[src/rtl/byte_fifo.sv]
// Byte-wide synchronous queue with show-ahead head data and an occupancy count.
// A push is accepted when the queue is full only if a pop occurs in the same cycle.
module byte_fifo #(
   parameter int DEPTH_LOG2 = 4
) (
   input  logic                  clk,
   input  logic                  rst,
   input  logic [7:0]            wdata,
   input  logic                  push,
   input  logic                  pop,
   output logic [7:0]            rdata,
   output logic                  full,
   output logic                  empty,
   output logic [DEPTH_LOG2:0]   level
);

   localparam int DEPTH = 1 << DEPTH_LOG2;
   localparam logic [DEPTH_LOG2:0] FULL_CNT = (DEPTH_LOG2+1)'(DEPTH);

   logic [7:0]            mem [DEPTH];
   logic [DEPTH_LOG2-1:0] wptr;
   logic [DEPTH_LOG2-1:0] rptr;
   logic [DEPTH_LOG2:0]   count;
   logic                  do_push;
   logic                  do_pop;

   assign empty   = (count == '0);
   assign full    = (count == FULL_CNT);
   assign level   = count;
   assign rdata   = mem[rptr];
   assign do_pop  = pop & ~empty;
   assign do_push = push & (~full | do_pop);

   always_ff @(posedge clk) begin
      if (rst) begin
         wptr  <= '0;
         rptr  <= '0;
         count <= '0;
      end else begin
         if (do_push) wptr <= wptr + 1'b1;
         if (do_pop)  rptr <= rptr + 1'b1;
         case ({do_push, do_pop})
            2'b10:   count <= count + 1'b1;
            2'b01:   count <= count - 1'b1;
            default: count <= count;
         endcase
      end
   end

   // Storage is not reset; contents are only observable once level is non-zero.
   always_ff @(posedge clk) begin
      if (do_push) mem[wptr] <= wdata;
   end

endmodule

[src/rtl/uart_fifo_bridge.sv]
// Bridges a host byte interface to a UART transmitter/receiver pair through
// one queue per direction, with a three-state drain FSM on the transmit side.
//
// state    | meaning
// ---------+---------------------------------------------------------------
// ST_IDLE  | waiting for a queued byte and txready; pops head into txdata
// ST_STROBE| txstrobe high for this single cycle, txdata stable
// ST_GUARD | one dead cycle while the transmitter drops txready
module uart_fifo_bridge #(
   parameter int DEPTH_LOG2 = 4
) (
   input  logic                  clk,
   input  logic                  rst,
   input  logic [7:0]            tx_wdata,
   input  logic                  tx_wen,
   output logic                  tx_full,
   output logic [DEPTH_LOG2:0]   tx_level,
   output logic [7:0]            txdata,
   output logic                  txstrobe,
   input  logic                  txready,
   input  logic [7:0]            rxdata,
   input  logic                  rxstrobe,
   output logic [7:0]            rx_rdata,
   output logic                  rx_valid,
   input  logic                  rx_ren,
   output logic [DEPTH_LOG2:0]   rx_level,
   output logic                  rx_overflow,
   input  logic                  rx_ovf_clr
);

   typedef enum logic [1:0] {
      ST_IDLE   = 2'd0,
      ST_STROBE = 2'd1,
      ST_GUARD  = 2'd2
   } tx_state_t;

   tx_state_t  state;
   tx_state_t  state_nxt;
   logic       tx_pop;
   logic       tx_empty;
   logic [7:0] tx_head;
   logic       rx_full;
   logic       rx_empty;
   logic       rx_pop_ok;

   // A write into a full TX queue is dropped even if the drain pops that cycle.
   byte_fifo #(.DEPTH_LOG2(DEPTH_LOG2)) u_tx_fifo (
      .clk   (clk),
      .rst   (rst),
      .wdata (tx_wdata),
      .push  (tx_wen & ~tx_full),
      .pop   (tx_pop),
      .rdata (tx_head),
      .full  (tx_full),
      .empty (tx_empty),
      .level (tx_level)
   );

   always_comb begin
      state_nxt = state;
      tx_pop    = 1'b0;
      case (state)
         ST_IDLE: begin
            if (!tx_empty && txready) begin
               tx_pop    = 1'b1;
               state_nxt = ST_STROBE;
            end
         end
         ST_STROBE: state_nxt = ST_GUARD;
         ST_GUARD:  state_nxt = ST_IDLE;
         default:   state_nxt = ST_IDLE;
      endcase
   end

   always_ff @(posedge clk) begin
      if (rst) begin
         state  <= ST_IDLE;
         txdata <= 8'h00;
      end else begin
         state <= state_nxt;
         if (tx_pop) txdata <= tx_head;
      end
   end

   assign txstrobe = (state == ST_STROBE);

   // The RX queue accepts a push while full when the host pops in the same cycle.
   byte_fifo #(.DEPTH_LOG2(DEPTH_LOG2)) u_rx_fifo (
      .clk   (clk),
      .rst   (rst),
      .wdata (rxdata),
      .push  (rxstrobe),
      .pop   (rx_ren),
      .rdata (rx_rdata),
      .full  (rx_full),
      .empty (rx_empty),
      .level (rx_level)
   );

   assign rx_valid  = ~rx_empty;
   assign rx_pop_ok = rx_ren & rx_valid;

   always_ff @(posedge clk) begin
      if (rst) begin
         rx_overflow <= 1'b0;
      end else if (rxstrobe && rx_full && !rx_pop_ok) begin
         rx_overflow <= 1'b1;
      end else if (rx_ovf_clr) begin
         rx_overflow <= 1'b0;
      end
   end

endmodule
[config.mk]
export PLATFORM = sky130hd
export DESIGN_NAME = uart_fifo_bridge
export DESIGN_NICKNAME = d
export VERILOG_FILES = /design/src/rtl/byte_fifo.sv /design/src/rtl/uart_fifo_bridge.sv
export SDC_FILE = /design/constraint.sdc
export NUM_CORES = 1
export LEC_CHECK = 0
export BUFFER_PORTS_ARGS = -buffer_cell sky130_fd_sc_hd__buf_2
export CORE_ASPECT_RATIO = 1.2
export CORE_MARGIN = 2
export CORE_UTILIZATION = 57
export CTS_BUF_LIST = sky130_fd_sc_hd__clkbuf_8
export CTS_CLUSTER_SIZE = 24
export DETAILED_ROUTE_END_ITERATION = 6
export PLACE_DENSITY = 0.78
export SLEW_MARGIN = 0
export SYNTH_ARGS = -nofsm -noshare
export SYNTH_HDL_FRONTEND = slang
export SYNTH_HIERARCHICAL = 1
export SYNTH_SLANG_ARGS = --single-unit
[constraint.sdc]
create_clock -name clk -period 3.2 [get_ports clk]
set_input_delay 0.48 -clock clk [delete_from_list [all_inputs] [get_ports clk]]
set_output_delay 0.48 -clock clk [all_outputs]
set_load 0.01 [all_outputs]
==> metrics.cfg <==
[drt]
first_iter_violations=514
first_pass_iters=5
wl_per_cell_um=21.6
viasPerCell=6.01
totalWireLength_um=23700
drc_errors=0
postRouteAntennaNets=0
vias=6580

[synth]
syn_avg_cell_area_um2=17.2
yosysSeqAreaShare=0.706
synthesis.area_mm2=0.0122
synthArstFlopShare=0
synth_cell_types=53
synth_edf_count=256
synth_xor_area_frac=0.00791
synth-seq-cells=301
synth-compound-area-share=0.0513
synth_fa_ha_area_frac=0.0197
synthFlopType=edfxtp_1
synth_mux_area_frac=0.126
synthCells=709
yosys_warnings=6
synth_top_family_by_area=multiplexers
synthSimpleGateAreaFrac=0.0694
synth_fp_nets=750

[global_routing]
grt_max_degree=33
antenna_found_initial=0
first_global_vias=6943
grt_overflow=0
grt_pass1_wl_um=37300
track_usage=0.221

[critical_path]
critPathKind=register to register
cp_max_fo=8
rrSetupSlack_ns=0.13
reg2regPathDepth=11
r2r-start=u_tx_fifo/level[0]
cp.arrival_ns=3.49
cp-end-kind=register
worstSetupStartpointType=register
rr_endpoint=u_tx_fifo/level[4]
critPathRequiredTime_ns=3.62

[clock_network]
post-cts-setup-buffers=0
clock_latency_ns=0.55
clock-sinks=301
cts.clk_slew.worst_paths_ns=0.06
cts.root.buffer_cell=clkbuf_8
numCtsBuffers=44
htree_levels=2
cts_tree=built
clock_path_buffers=3

[floorplanning]
core_mm2=0.0210
die_h_um=164
fp-row-count=58
die_w_um=137
ios=53
dieArea_mm2=0.0225
initial_utilization=0.580

[finish]
area_growth_pct=12.1
layout.cells.most_common=edfxtp_1
fill_cells=1402
diodes=0
fin_cells=1094
layout_common_cells=edfxtp_1, mux4_2, buf_2, clkbuf_8, nor2_1
fin_nets=833
drive_gt1_frac=0.271

[sta]
min_period_over_period=0.959
slew_viol_final=0
finClkSkew_ns=0.0272
grt_setup_unrepaired=no
max_slew.worst_pin.slew_ns=0.854
slew_headroom=0.428
max_freq_mhz=326
finalSetupViolCount=0
finalSetupTns_ns=0
min_period_ns=3.07
finalHoldViolCount=0

[min_path]
holdPathEnd=rx_overflow
hold_depth=4
hold_start=rx_ovf_clr
hp-class=input pin to register

[run]
max_cap_viol_count=0

[pwr]
p_leak_nw=4.68
vdd_ir_drop_max_mv=0.513
power_density_mw_per_mm2=751

[run_status]
status=completed

[place]
port_buffers=52
hpwl_um=16100
dp_cells=1016
gp_congestion=0.809

per-stage QoR:
stage                     total power [mW]  area (um2)  worst slack [ns]   util  hold slack, ns
after global routing                  10.8       13600            0.0192  0.651           0.211
after CTS                             10.3       13600            0.0883  0.651           0.205
after global placement                7.31       12800             0.243  0.610           0.460
after detailed placement              7.45       12800             0.110  0.610           0.456
final                                 10.3       13600             0.132  0.651           0.229
after floorplan                       6.69       12200           0.00157      -           0.469
final cells by class:
cell class                      instances  area [um2]  share of cell area
Timing Repair Buffer                   72         435              0.0319
Sequential cell                       301        8600               0.630
Multi-Input combinational cell        354        3350               0.246
Clock inverter                         28         155              0.0114
Tap cell                              270         338              0.0248
Clock buffer                           50         688              0.0504
Inverter                               19        83.8             0.00614
routing by layer:
layer / vias to the layer above / routed length [um] / part of all wire / GRT usage
li1: 2960 / - / - / -
met2: 211 / 13100 / 0.55 / 0.408
met1: 3370 / 8870 / 0.37 / 0.260
met3: 39 / 1200 / 0.051 / 0.0355
met5: - / 0 / 0 / 0
met4: 0 / 498 / 0.021 / 0.0764
flip-flops by register name, summed over array words and instances (netlist names), 5 cells and up, named ones only:
| register | count |
|---|---|
| u_rx_fifo/mem | 128 |
| u_tx_fifo/mem | 128 |
| txdata | 8 |
| u_rx_fifo/level | 5 |
| u_tx_fifo/level | 5 |
synthesized netlist by cell type, types with 4 or more instances:
cell type / count / area (um2)
edfxtp_1: 256 / 7690
mux4_2: 64 / 1440
dfxtp_1: 45 / 901
nor2_1: 42 / 158
nand2_1: 40 / 150
a22oi_1: 32 / 240
clkbuf_1: 22 / 82.6
inv_1: 17 / 63.8
ha_1: 16 / 200
nor2b_1: 14 / 87.6
nor3_1: 13 / 65.1
nand3_1: 12 / 60.1
o21ai_0: 10 / 50.1
and2_1: 9 / 56.3
a21oi_2: 8 / 70.1
nand2b_1: 8 / 50.1
and3_1: 7 / 43.8
mux2i_1: 7 / 70.1
a21oi_1: 6 / 30.0
buf_2: 6 / 30.0
o21a_1: 6 / 45.0
xor2_1: 6 / 52.6
xnor2_1: 5 / 43.8
buf_1: 4 / 15.0
nor4_1: 4 / 25.0
worst max-delay path, cell delays in order (launching register included):
cell and delay (ns):
dfxtp_2 0.35, or4_1 0.58, buf_4 0.21, nor2_1 0.12
nor2b_1 0.10, nor2b_4 0.13, o21ai_4 0.08, fa_2 0.37
nand2b_1 0.16, o2bb2ai_1 0.17, and3_1 0.20, or4_1 0.47
power breakdown:
part / internal (mW) / switching, mW / total (mW)
Sequential: 4.51 / 0.209 / 4.72
Combinational: 1.23 / 1.41 / 2.65
Clock: 1.51 / 1.37 / 2.88
Total: 7.26 / 2.99 / 10.3
timing repair:
action	in CTS	in global routing
endpoints found under the setup margin	0	1
gates resized for setup	0	2
hold buffers	0	0
kinds of logic after synthesis:
kind of cell / after synthesis
fa+ha+maj: 18
simple gates: 168
flops: 301
compound gates: 84
mux: 73
buf+inv: 54
xor+xnor: 11
worst max-delay path by stage:
stage / start / end / slack [ns]
floorplan: u_tx_fifo/level[0] / u_tx_fifo/level[4] / 0.002
detailed placement: u_tx_fifo/level[0] / u_tx_fifo/level[4] / 0.11
global placement: u_tx_fifo/level[0] / u_tx_fifo/level[4] / 0.24
global route: u_tx_fifo/level[0] / u_tx_fifo/level[4] / 0.02
finish: u_tx_fifo/level[0] / u_tx_fifo/level[4] / 0.13
CTS: u_tx_fifo/level[0] / u_tx_fifo/level[4] / 0.09
(Power assumes the default switching activity.)
